### src/rtl/noc_flit_pkg.sv
// Shared flit-format definitions for the NoC ejection path: type encodings,
// destination field offsets and a constant-evaluable clog2.
package noc_flit_pkg;

  typedef enum logic [1:0] {
    FLIT_HEAD   = 2'b00,
    FLIT_BODY   = 2'b01,
    FLIT_TAIL   = 2'b10,
    FLIT_SINGLE = 2'b11
  } flit_type_e;

  function automatic int clog2(input int value);
    int result;
    result = 0;
    for (int i = 0; i < 32; i++) begin
      if ((1 << result) < value) result++;
    end
    return result;
  endfunction

  // dst_x sits directly under the 2-bit type field, dst_y directly under dst_x.
  function automatic int dst_x_lsb(input int flit_w, input int coord_w);
    return flit_w - 2 - coord_w;
  endfunction

  function automatic int dst_y_lsb(input int flit_w, input int coord_w);
    return flit_w - 2 - 2 * coord_w;
  endfunction

endpackage

### src/rtl/flit_fifo.sv
// Synchronous per-VC flit FIFO. A push into a full FIFO succeeds when a pop
// happens in the same cycle; head is the oldest entry and is valid while !empty.
module flit_fifo
  import noc_flit_pkg::*;
#(
  parameter int W     = 16,
  parameter int DEPTH = 4
) (
  input  logic         clk,
  input  logic         reset,
  input  logic         push,
  input  logic         pop,
  input  logic [W-1:0] din,
  output logic         full,
  output logic         empty,
  output logic [W-1:0] head
);
  localparam int AW = clog2(DEPTH);

  logic [W-1:0] mem_q [DEPTH];
  logic [AW:0]  wr_q, wr_d, rd_q, rd_d;
  logic         do_push, do_pop;

  assign empty   = (wr_q == rd_q);
  assign full    = (wr_q[AW] != rd_q[AW]) && (wr_q[AW-1:0] == rd_q[AW-1:0]);
  assign do_pop  = pop && !empty;
  assign do_push = push && (!full || do_pop);
  assign head    = mem_q[rd_q[AW-1:0]];

  always_comb begin
    wr_d = wr_q + (AW+1)'(do_push);
    rd_d = rd_q + (AW+1)'(do_pop);
  end

  // NOTE: state flops use non-blocking assignments so every flop samples pre-edge values.
  always_ff @(posedge clk) begin
    if (reset) begin
      wr_q <= '0;
      rd_q <= '0;
    end else begin
      wr_q <= wr_d;
      rd_q <= rd_d;
    end
  end

  // NOTE: storage is deliberately not reset; the pointers alone say which entries are live.
  always_ff @(posedge clk) begin
    if (do_push) mem_q[wr_q[AW-1:0]] <= din;
  end

endmodule

### src/rtl/packet_ejector.sv
// Local ejection port: per-VC admission FSMs with misroute/turnoff dropping,
// credit return, and packet-locked round-robin delivery to the processing element.
module packet_ejector
  import noc_flit_pkg::*;
#(
  parameter int FLIT_W  = 16,
  parameter int COORD_W = 2,
  parameter int NUM_VC  = 2,
  parameter int DEPTH   = 4,
  localparam int VC_W   = (NUM_VC > 1) ? clog2(NUM_VC) : 1
) (
  input  logic               clk,
  input  logic               reset,
  input  logic [COORD_W-1:0] X,
  input  logic [COORD_W-1:0] Y,
  input  logic               turnoff,
  input  logic               in_valid,
  input  logic [FLIT_W-1:0]  flit,
  input  logic [VC_W-1:0]    in_vc,
  output logic [NUM_VC-1:0]  credit,
  output logic               out_valid,
  output logic [FLIT_W-1:0]  out_flit,
  output logic [VC_W-1:0]    out_vc,
  output logic               out_last,
  input  logic               out_ready,
  output logic               misroute,
  output logic               overflow,
  output logic               idle
);
  localparam int DX_LSB = dst_x_lsb(FLIT_W, COORD_W);
  localparam int DY_LSB = dst_y_lsb(FLIT_W, COORD_W);

  typedef enum logic [1:0] {VC_IDLE, VC_RECV, VC_DROP} vc_state_e;

  vc_state_e         state_q [NUM_VC];
  vc_state_e         state_d [NUM_VC];
  logic [1:0]        pending_q [NUM_VC];
  logic [1:0]        pending_d [NUM_VC];
  logic [2:0]        pend_sum [NUM_VC];
  logic [NUM_VC-1:0] credit_q, credit_d;
  logic              misroute_q, misroute_d, overflow_q, overflow_d;
  logic              lock_q, lock_d, stall_q, stall_d;
  logic [VC_W-1:0]   ptr_q, ptr_d, hold_vc_q, hold_vc_d;

  logic [NUM_VC-1:0] push, pop, full, empty;
  logic [FLIT_W-1:0] head [NUM_VC];

  flit_type_e        in_type, out_type;
  logic              is_start, dst_ok, want_write, discard;
  logic [VC_W-1:0]   sel_vc, rr_vc;
  logic              sel_valid, rr_found, fire, all_quiet;

  for (genvar v = 0; v < NUM_VC; v++) begin : g_vc
    flit_fifo #(.W(FLIT_W), .DEPTH(DEPTH)) u_fifo (
      .clk   (clk),
      .reset (reset),
      .push  (push[v]),
      .pop   (pop[v]),
      .din   (flit),
      .full  (full[v]),
      .empty (empty[v]),
      .head  (head[v])
    );
  end

  assign in_type  = flit_type_e'(flit[FLIT_W-1 -: 2]);
  assign is_start = (in_type == FLIT_HEAD) || (in_type == FLIT_SINGLE);
  assign dst_ok   = (flit[DX_LSB +: COORD_W] == X) && (flit[DY_LSB +: COORD_W] == Y);

  // Arbiter: a stalled or packet-locked grant is held; otherwise search from ptr_q.
  always_comb begin
    rr_vc    = ptr_q;
    rr_found = 1'b0;
    for (int i = 0; i < NUM_VC; i++) begin
      if (!rr_found && !empty[(int'(ptr_q) + i) % NUM_VC]) begin
        rr_found = 1'b1;
        rr_vc    = VC_W'((int'(ptr_q) + i) % NUM_VC);
      end
    end
    if (lock_q || stall_q) begin
      sel_vc    = hold_vc_q;
      sel_valid = !empty[hold_vc_q];
    end else begin
      sel_vc    = rr_vc;
      sel_valid = rr_found;
    end
  end

  assign out_valid = sel_valid;
  assign out_vc    = sel_vc;
  assign out_flit  = head[sel_vc];
  assign out_type  = flit_type_e'(out_flit[FLIT_W-1 -: 2]);
  assign out_last  = (out_type == FLIT_TAIL) || (out_type == FLIT_SINGLE);
  assign fire      = out_valid && out_ready;

  always_comb begin
    pop       = '0;
    lock_d    = lock_q;
    ptr_d     = ptr_q;
    hold_vc_d = hold_vc_q;
    stall_d   = out_valid && !out_ready;
    if (out_valid) hold_vc_d = sel_vc;
    if (fire) begin
      pop[sel_vc] = 1'b1;
      lock_d      = !out_last;
      ptr_d       = VC_W'((int'(sel_vc) + 1) % NUM_VC);
    end
  end

  // Admission: only the FSM of in_vc moves, and only when in_valid is high.
  always_comb begin
    // NOTE: every combinational output gets a default first so no path infers a latch.
    for (int v = 0; v < NUM_VC; v++) state_d[v] = state_q[v];
    want_write = 1'b0;
    discard    = 1'b0;
    misroute_d = 1'b0;
    overflow_d = overflow_q;
    push       = '0;
    if (in_valid) begin
      case (state_q[in_vc])
        VC_IDLE: begin
          if (!is_start) begin
            discard    = 1'b1;
            overflow_d = 1'b1;
          end else if (dst_ok && !turnoff) begin
            want_write = 1'b1;
            if (in_type == FLIT_HEAD) state_d[in_vc] = VC_RECV;
          end else begin
            discard    = 1'b1;
            misroute_d = !turnoff;
            if (in_type == FLIT_HEAD) state_d[in_vc] = VC_DROP;
          end
        end
        VC_RECV: begin
          if (is_start) begin
            discard    = 1'b1;
            overflow_d = 1'b1;
          end else begin
            want_write = 1'b1;
            if (in_type == FLIT_TAIL) state_d[in_vc] = VC_IDLE;
          end
        end
        VC_DROP: begin
          discard = 1'b1;
          if (is_start) overflow_d = 1'b1;
          else if (in_type == FLIT_TAIL) state_d[in_vc] = VC_IDLE;
        end
        default: state_d[in_vc] = VC_IDLE;
      endcase
    end
    if (want_write) begin
      if (full[in_vc] && !pop[in_vc]) overflow_d = 1'b1;
      else                            push[in_vc] = 1'b1;
    end
  end

  // A pop owns the credit bit; a coincident discard credit waits in pending_q.
  always_comb begin
    for (int v = 0; v < NUM_VC; v++) begin
      pend_sum[v] = {1'b0, pending_q[v]} + {2'b00, discard && (in_vc == VC_W'(v))};
      credit_d[v] = pop[v] || (pend_sum[v] != 3'd0);
      if (pop[v])                   pending_d[v] = (pend_sum[v] > 3'd3) ? 2'd3 : pend_sum[v][1:0];
      else if (pend_sum[v] != 3'd0) pending_d[v] = 2'(pend_sum[v] - 3'd1);
      else                          pending_d[v] = 2'd0;
    end
  end

  always_comb begin
    all_quiet = !lock_q && (&empty);
    for (int v = 0; v < NUM_VC; v++) begin
      if (state_q[v] != VC_IDLE || pending_q[v] != 2'd0) all_quiet = 1'b0;
    end
  end

  always_ff @(posedge clk) begin
    if (reset) begin
      for (int v = 0; v < NUM_VC; v++) begin
        state_q[v]   <= VC_IDLE;
        pending_q[v] <= 2'd0;
      end
      credit_q   <= '0;
      misroute_q <= 1'b0;
      overflow_q <= 1'b0;
      lock_q     <= 1'b0;
      stall_q    <= 1'b0;
      ptr_q      <= '0;
      hold_vc_q  <= '0;
    end else begin
      for (int v = 0; v < NUM_VC; v++) begin
        state_q[v]   <= state_d[v];
        pending_q[v] <= pending_d[v];
      end
      credit_q   <= credit_d;
      misroute_q <= misroute_d;
      overflow_q <= overflow_d;
      lock_q     <= lock_d;
      stall_q    <= stall_d;
      ptr_q      <= ptr_d;
      hold_vc_q  <= hold_vc_d;
    end
  end

  assign credit   = credit_q;
  assign misroute = misroute_q;
  assign overflow = overflow_q;
  assign idle     = all_quiet;

endmodule

### config.mk
export PLATFORM = sky130hd
export DESIGN_NAME = packet_ejector
export DESIGN_NICKNAME = d
export VERILOG_FILES = /design/src/rtl/noc_flit_pkg.sv /design/src/rtl/flit_fifo.sv /design/src/rtl/packet_ejector.sv
export SDC_FILE = /design/constraint.sdc
export NUM_CORES = 1
export LEC_CHECK = 0
export CORE_MARGIN = 4
export CORE_UTILIZATION = 47
export DETAILED_ROUTE_END_ITERATION = 10
export HOLD_SLACK_MARGIN = 0.05
export PLACE_DENSITY = 0.74
export SYNTH_ARGS = -nofsm -noshare
export SYNTH_HDL_FRONTEND = slang
export SYNTH_HIERARCHICAL = 1
export SYNTH_SLANG_ARGS = --single-unit
### constraint.sdc
create_clock -name clk -period 7.3 [get_ports clk]
set_input_delay 1.46 -clock clk [delete_from_list [all_inputs] [get_ports clk]]
set_output_delay 1.46 -clock clk [all_outputs]
set_load 0.05 [all_outputs]
; ---- Yosys cells after proc, flatten, opt, wreduce, memory -nomap -nowiden
; Memories as Yosys holds them, arrays and structs flattened. A register that Yosys moved wholly into a read port is not among the register bits.
; Cells that the tools add are included.
[word_totals]
mem_count = 4
input_bits = 26
out_inout_bits = 24
regBits = 20
word_cells = 192
latch_bits = 0
ram_bits = 136
mem_bits_ro = 0
[op_classes]
order_cmp = 12
n_div = 0
muxes = 73
eq_ne = 14
n_addsub = 10
multipliers = 0
shift = 0
bitwise = 19
reduce_logical = 49
[mem_list]
columns = memory, depth, word_bits, rd, rd_clocked_by_memory_dff, wr, line
row1 = g_vc[0].u_fifo.mem_q, 4, 16, 1, 1, 1, flit_fifo.sv:20  ; logic [W-1:0] mem_q [DEPTH];
row2 = g_vc[1].u_fifo.mem_q, 4, 16, 1, 1, 1, flit_fifo.sv:20
row3 = pending_q, 2, 2, 2, 0, 2, packet_ejector.sv:37  ; logic [1:0] pending_q [NUM_VC];
row4 = state_q, 2, 2, 3, 0, 2, packet_ejector.sv:35  ; vc_state_e state_q [NUM_VC];
[op_table]
columns = cell, count
row1 = 16-bit two-way mux, 3
row2 = 1-bit two-way mux, 40
row3 = 2-bit two-way mux, 16
row4 = 4-bit two-way mux, 7
row5 = 1-bit logical AND, 18
row6 = 3-bit by 1-bit adder with 3-bit output, 4
row7 = 1-bit logical NOT, 11
row8 = "2-bit == test, second input constant", 5
row9 = 1-bit logical OR, 9
row10 = 2-bit == test, 4
row11 = "1-bit by 2-bit < comparator with 1-bit output, second input constant", 4
row12 = 4-bit case mux with 2 select lines, 1
row13 = 2-bit nonzero test, 4
row14 = 2-bit by 1-bit adder with 3-bit output, 2
row15 = 3-bit == test, 2
row16 = "3-bit by 2-bit greater-than comparator with 1-bit output, second input constant", 2
row17 = 3-bit nonzero test, 2
row18 = 5-bit OR reduction, 1
row19 = 2-bit AND, 2
row20 = 4-bit AND, 1
row21 = "2-bit >= comparator, second input constant", 2
row22 = 2-bit logical NOT, 2
row23 = 1-bit NOT, 4
row24 = 1-bit NOT with 2-bit output, 2
row25 = other kinds (18), 29

; ---- Depth between registers and ports, before layout
[depth]
ltp_word = 23
mapped_depth = 14

; ---- Hierarchy
; The synthesis kept the hierarchy.
[modules_own_cells]
columns = module, area_per_inst_um2, cells_per_inst, n_inst
row1 = flit_fifo, 2671.3, 115, 2
row2 = packet_ejector, 1276.2, 148, 1

; ---- Worst setup path after synthesis
; Ideal clock, no wire load.
[synth_path]
path_kind = input-to-reg
start = input in_vc
end = memory g_vc[1].u_fifo.mem_q[2][0] (enable)
setup_time_ns = 0.413
path_stages = 8
n_path_buf = 1
path_slack_ns = 2.577
t_arrival_ns = 4.310
cell_sequence = clkbuf_1 mux2i_1 ha_1 inv_1 o41a_1 and2b_2 o41ai_4 nor3b_1
[synth_between]
elab_chain_len = 9
[synth_lines]
columns = item, line
row1 = from (decl), packet_ejector.sv:19  ; input logic [VC_W-1:0] in_vc,
row2 = "1-bit by 2-bit < comparator with 1-bit output (implied by the code), or another cell as far along", packet_ejector.sv:153  ; else push[in_vc] = 1'b1;
row3 = 1-bit logical AND (implied by the code) / 1-bit two-way mux (equally long branches), "packet_ejector.sv:153, packet_ejector.sv:152"
row4 = 1-bit two-way mux (implied by the code) / 1-bit logical NOT (equally long branches), "packet_ejector.sv:153, packet_ejector.sv:152"
row5 = 1-bit demux with 1-bit select / 1-bit logical AND (equally long branches), "packet_ejector.sv:153, packet_ejector.sv:152"
row6 = 2-bit two-way mux, packet_ejector.sv:152  ; if (full[in_vc] && !pop[in_vc]) overflow_d = 1'b1;
row7 = 2-bit two-way mux *, packet_ejector.sv:151  ; if (want_write) begin
row8 = via push[1], packet_ejector.sv:45  ; logic [NUM_VC-1:0] push, pop, full, empty;
row9 = 1-bit logical AND *, flit_fifo.sv:27  ; assign do_push = push && (!full || do_pop);
row10 = 1-bit two-way mux *, flit_fifo.sv:48  ; if (do_push) mem_q[wr_q[AW-1:0]] <= din;
row11 = 1-bit two-way mux (implied by the code) *, flit_fifo.sv:48
row12 = to (decl), flit_fifo.sv:20
; The timed path passes the listed nets; every way through them passes the cells marked *. The select of a mux whose other input is x is not followed.

; ---- Worst setup path after layout
[layout_path]
start = register g_vc[1].u_fifo.rd_q[1]
end = output out_flit[0]
[layout_between]
elab_chain_len = 12
[layout_lines]
columns = item, line
row1 = from (decl), flit_fifo.sv:21  ; logic [AW:0] wr_q, wr_d, rd_q, rd_d;
row2 = from (signal assigned), flit_fifo.sv:42  ; rd_q <= rd_d;
row3 = 3-bit == test *, flit_fifo.sv:24  ; assign empty = (wr_q == rd_q);
row4 = via empty[1], packet_ejector.sv:45
row5 = 1-bit two-way mux (implied by the code) (3 in a row), packet_ejector.sv:75  ; if (!rr_found && !empty[(int'(ptr_q) + i) % NUM_VC]) begin
row6 = 1-bit logical NOT, packet_ejector.sv:75
row7 = 1-bit logical AND *, packet_ejector.sv:75
row8 = 1-bit two-way mux *, packet_ejector.sv:75
row9 = 1-bit two-way mux *, packet_ejector.sv:80  ; if (lock_q || stall_q) begin
row10 = 1-bit NOT with 2-bit output (implied by the code) *, packet_ejector.sv:91  ; assign out_flit = head[sel_vc];
row11 = 16-bit two-way mux (implied by the code) * (3 in a row), packet_ejector.sv:91
row12 = to (decl), packet_ejector.sv:22  ; output logic [FLIT_W-1:0] out_flit,
; Marked as above.

==> summary by stage <==
Run status
The run finished with clean final reports.

Pwr
Of the total power, combinational logic draws 0.046. In this run the power density over the cells is 240 mW/mm^2. Of the total power, the clock network draws 0.445.

The leakage dissipation is 2.75 nW. Power comes to 1.90 mW. The switching power is 0.398 mW. The relative contribution of sequential cells to total power is 0.509. The net switching share of the total power is 0.209. Internal power comes to 1.51 mW. The largest vdd supply drop is 0.209 mV.

Synth
Of the synthesized area, sequential elements account for 0.665. The commonest register cell after synthesis is edfxtp_1. The number of library cell types mapped by synthesis is 44. Yosys printed 6 warnings. A synthesized cell averages 17.5 um^2.

The count of mapped cells out of synthesis is 378. The number of enable-type register cells in the synthesized netlist is 128. Synthesis inferred 156 register bits. The post-synth net total is 422.

The post-synthesis instance area is 0.00662 mm^2. In the synthesized netlist the async set-or-reset flop fraction comes to 0.

Clock tree
The root buffer cell chosen for the clock tree is clkbuf_16. Buffers inserted during clock tree synthesis total 17. The tree built by TritonCTS fans out to 156 sinks.

The later pin in the worst-skew pair is clocked with a latency of 0.42 ns. Gates resized during post-CTS repair numbered 0. The CTS clock-pin slew for the worst setup and hold paths is 0.06 ns. The number of hold buffers added after CTS was 0. TritonCTS built the clock tree.

The number of buffers added for setup after CTS is 0. The number of H-tree levels is 4. Counting along the longest clock path gives a buffer depth of 2.

Global routing
The via count of the first global-routing pass is 3784. The first global-routing pass estimated 20.5 mm of wire. The overflow left after global routing is 0.

The initial antenna violation count is 0. The global-route usage over all layers is 0.169. Entering global routing, the biggest net connects 29 pins.

Layout
In the final layout, the share of cells above drive strength 1 is 0.219. The library cells used most frequently in the layout, excluding fill and tap cells, are 128 x edfxtp_1, 49 x clkdlybuf4s50_1, 28 x dfxtp_1. After the last flow step, the layout net total stands at 488. The most frequent standard cell in the layout excluding fill and tap cells is edfxtp_1.

The count of placed standard cells in the final layout, fillers left out is 637. Summing all multi-input logic gate instances after layout gives 0.00208 mm^2. The number of antenna diodes in the final layout is 0. In the final layout, flip-flops and latches occupy 0.00440 mm^2. Compared with the post-synthesis result, the final layout area differs by 19.7%.

Counting the fill cells in the layout gives 1014.

Setup path
The reg2reg setup slack is 3.28 ns. The logic depth of the worst register-to-register path is 11. The reg-to-reg endpoint is g_vc[1].u_fifo/wr_q[2]. The reg-to-reg critical path startpoint is g_vc[1].u_fifo/rd_q[1]. At the worst endpoint, the required time is 5.84 ns. The capturing element type of the critical path is an output port. For the worst setup path, the data arrival time is 4.61 ns. The number of buffer and inverter stages on the critical path is 1.

The kind of cell adding the most delay to the critical path is simple AND/OR/NAND/NOR gates. The critical path in this run is classified as register to output port. The cell with the largest stage delay on the worst path is and2_1. In this design, the stage delay of the slowest critical-path cell is 0.92 ns.

The launching element type of the critical path is a register. Traced cell by cell, the critical path runs through xor2_2 -> nor3b_1 -> nor2b_1 -> o211ai_1 -> and2_1 -> mux2_2 -> clkdlybuf4s50_1. In this run the worst path has a maximum fanout of 20.

Detailed routing
The pre-antenna-repair detailed-routing pass consisted of 4 iterations. The post-route DRC violation count is 0. The total routed wirelength is 12.7 mm. In this run the remaining antenna-violating nets after routing total 0. After detailed routing, the average wire length per cell comes to 19.9 um.

The number of DRC markers in iteration 0 is 262. The via count of the routed design is 3472. In the routed layout, each cell is associated on average with a via count of 5.45.

STA
For the finished layout, the period the worst path requires is 6.07 ns. The final number of setup-violating endpoints is 0. The worst hold slack is 0.480 ns. The worst clock skew is 0.0106 ns.

The smallest setup slack after layout is 1.23 ns. The pin slew with the least headroom to its limit is 1.11 ns. Setup repair after global routing left no endpoint under its margin. The number of failing hold endpoints at the final stage is 0. The highest achievable clock rate is 165 MHz.

Adding up every negative setup slack in the final design gives 0 ns. The count of pins over their slew limit is 0. Dividing the final minimum period by the clock period gives 0.831.

In this run the tightest slew margin relative to its limit is 0.257.

Job
The total of max-cap violations is 0.

Placed design
The routability congestion estimate is 0.837. The half-perimeter wire length of the detailed placement result is 8.08 mm. The port buffer count is 49. The number of placed cells counting well taps is 605. Timing analysis after detailed placement gives a worst setup slack of 1.56 ns.

Worst hold path
Along the worst hold path, the cell count comes to 2. The tightest min-delay check is of the register to register type.

Floorplan
The horizontal die dimension is 127 um. The die boundary height is 127 um. The die covers 0.0160 mm^2. The number of top-level pins is 50.

In this run the core area contains 43 standard-cell rows. The initial utilization of the core area, before any placement, comes to 0.479. In this run the standard cell core region covers 0.0138 mm^2.
==> worst max-delay path by stage <==
stage / from / to / slack (ns) / depth (start not counted)
after global placement: g_vc[1].u_fifo/rd_q[1] / out_flit[0] / 1.72 / 7
final: g_vc[1].u_fifo/rd_q[1] / out_flit[0] / 1.23 / 7
after floorplan: in_vc / g_vc[1].u_fifo/mem_q[2][0] / 2.58 / 8
after CTS: g_vc[1].u_fifo/rd_q[1] / out_flit[0] / 1.12 / 7
after detailed placement: g_vc[1].u_fifo/rd_q[1] / out_flit[0] / 1.56 / 7
after global routing: g_vc[1].u_fifo/rd_q[1] / out_flit[6] / 0.89 / 7
==> power groups by stage <==
| stage | Sequential (mW) | Clock, mW | Combinational, mW |
|---|---|---|---|
| 2_1_floorplan | 0.995 | 0 | 0.0390 |
| 3_3_place_gp | 0.988 | 0 | 0.0848 |
| 3_5_place_dp | 0.988 | 0 | 0.0883 |
| 4_1_cts | 0.969 | 0.863 | 0.0884 |
| 5_1_grt | 0.969 | 0.907 | 0.0957 |
| 6_report | 0.969 | 0.848 | 0.0882 |
==> state kept, by name (all words and copies together) (netlist names), named ones only <==
name and flops:
misroute 1, stall_q 1, g_vc.u_fifo/wr_q 6, lock_q 1, g_vc.u_fifo/rd_q 6, credit 2
overflow 1, ptr_q 1, pending_q 4, hold_vc_q 1, g_vc.u_fifo/mem_q 128
==> layer usage <==
metal  up-vias  GRT usage  part of all wire
li1       1620          -                 -
met1      1727      0.225              0.41
met2       119      0.272              0.51
met3         6     0.0480             0.077
met4         0     0.0536            0.0074
met5         -          0                 0
==> area by class of cell <==
cell class | instances | share of cell area
Inverter | 17 | 0.00805
Clock buffer | 19 | 0.0546
Multi-Input combinational cell | 191 | 0.262
Clock inverter | 13 | 0.0178
Timing Repair Buffer | 61 | 0.0733
Tap cell | 180 | 0.0284
Sequential cell | 156 | 0.556
==> worst reg2reg max path: cells and delay by family, from the launching register on <==
| family | cells | cell delay (ns) |
|---|---|---|
| fa+ha+maj | 2 | 0.39 |
| mux | 1 | 0.25 |
| simple gates | 2 | 0.64 |
| compound gates | 3 | 1.27 |
| xor+xnor | 2 | 0.37 |
| flops | 1 | 0.90 |
| buf+inv | 1 | 0.10 |
==> metrics by stage <==
stage                     utilization  area, um^2
after floorplan                     -        6620
after global placement          0.532        7350
after detailed placement        0.532        7350
after CTS                       0.573        7920
after global routing            0.573        7920
final                           0.573        7920
==> cells in the mapped netlist, types with 2 or more instances <==
master / instances / area, um^2
buf_2: 3 / 15.0
mux2i_1: 5 / 50.1
nor3_1: 5 / 25.0
mux4_1: 6 / 158
or3_2: 2 / 15.0
nor2_1: 15 / 56.3
xor2_2: 4 / 65.1
xor2_1: 2 / 17.5
nand2_1: 9 / 33.8
dfxtp_1: 28 / 561
o211ai_1: 2 / 15.0
xnor2_1: 8 / 70.1
mux4_2: 26 / 586
a21boi_0: 3 / 22.5
o211a_1: 3 / 30.0
clkbuf_1: 3 / 11.3
o41a_1: 2 / 22.5
and2b_2: 2 / 17.5
buf_6: 6 / 67.6
a211oi_1: 4 / 30.0
o21a_1: 4 / 30.0
nor3b_1: 7 / 52.6
nor2b_1: 13 / 81.3
edfxtp_1: 128 / 3840
o41ai_4: 2 / 55.1
mux2_2: 15 / 169
nand3_1: 5 / 25.0
nor4_1: 3 / 18.8
ha_1: 18 / 225
inv_1: 17 / 63.8
o21ai_0: 8 / 40.0
a21oi_1: 8 / 40.0
==> logic make-up after synthesis <==
group | after synthesis | synth area share
flip-flops | 156 | 0.665
AND/OR/NAND/NOR | 66 | 0.0552
multiplexers | 52 | 0.145
AO/OA/AOI/OAI | 41 | 0.0514
buffers and inverters | 31 | 0.0255
adder cells (fa/ha/maj) | 18 | 0.0340
XOR/XNOR | 14 | 0.0231
(Power assumes the default switching activity.)
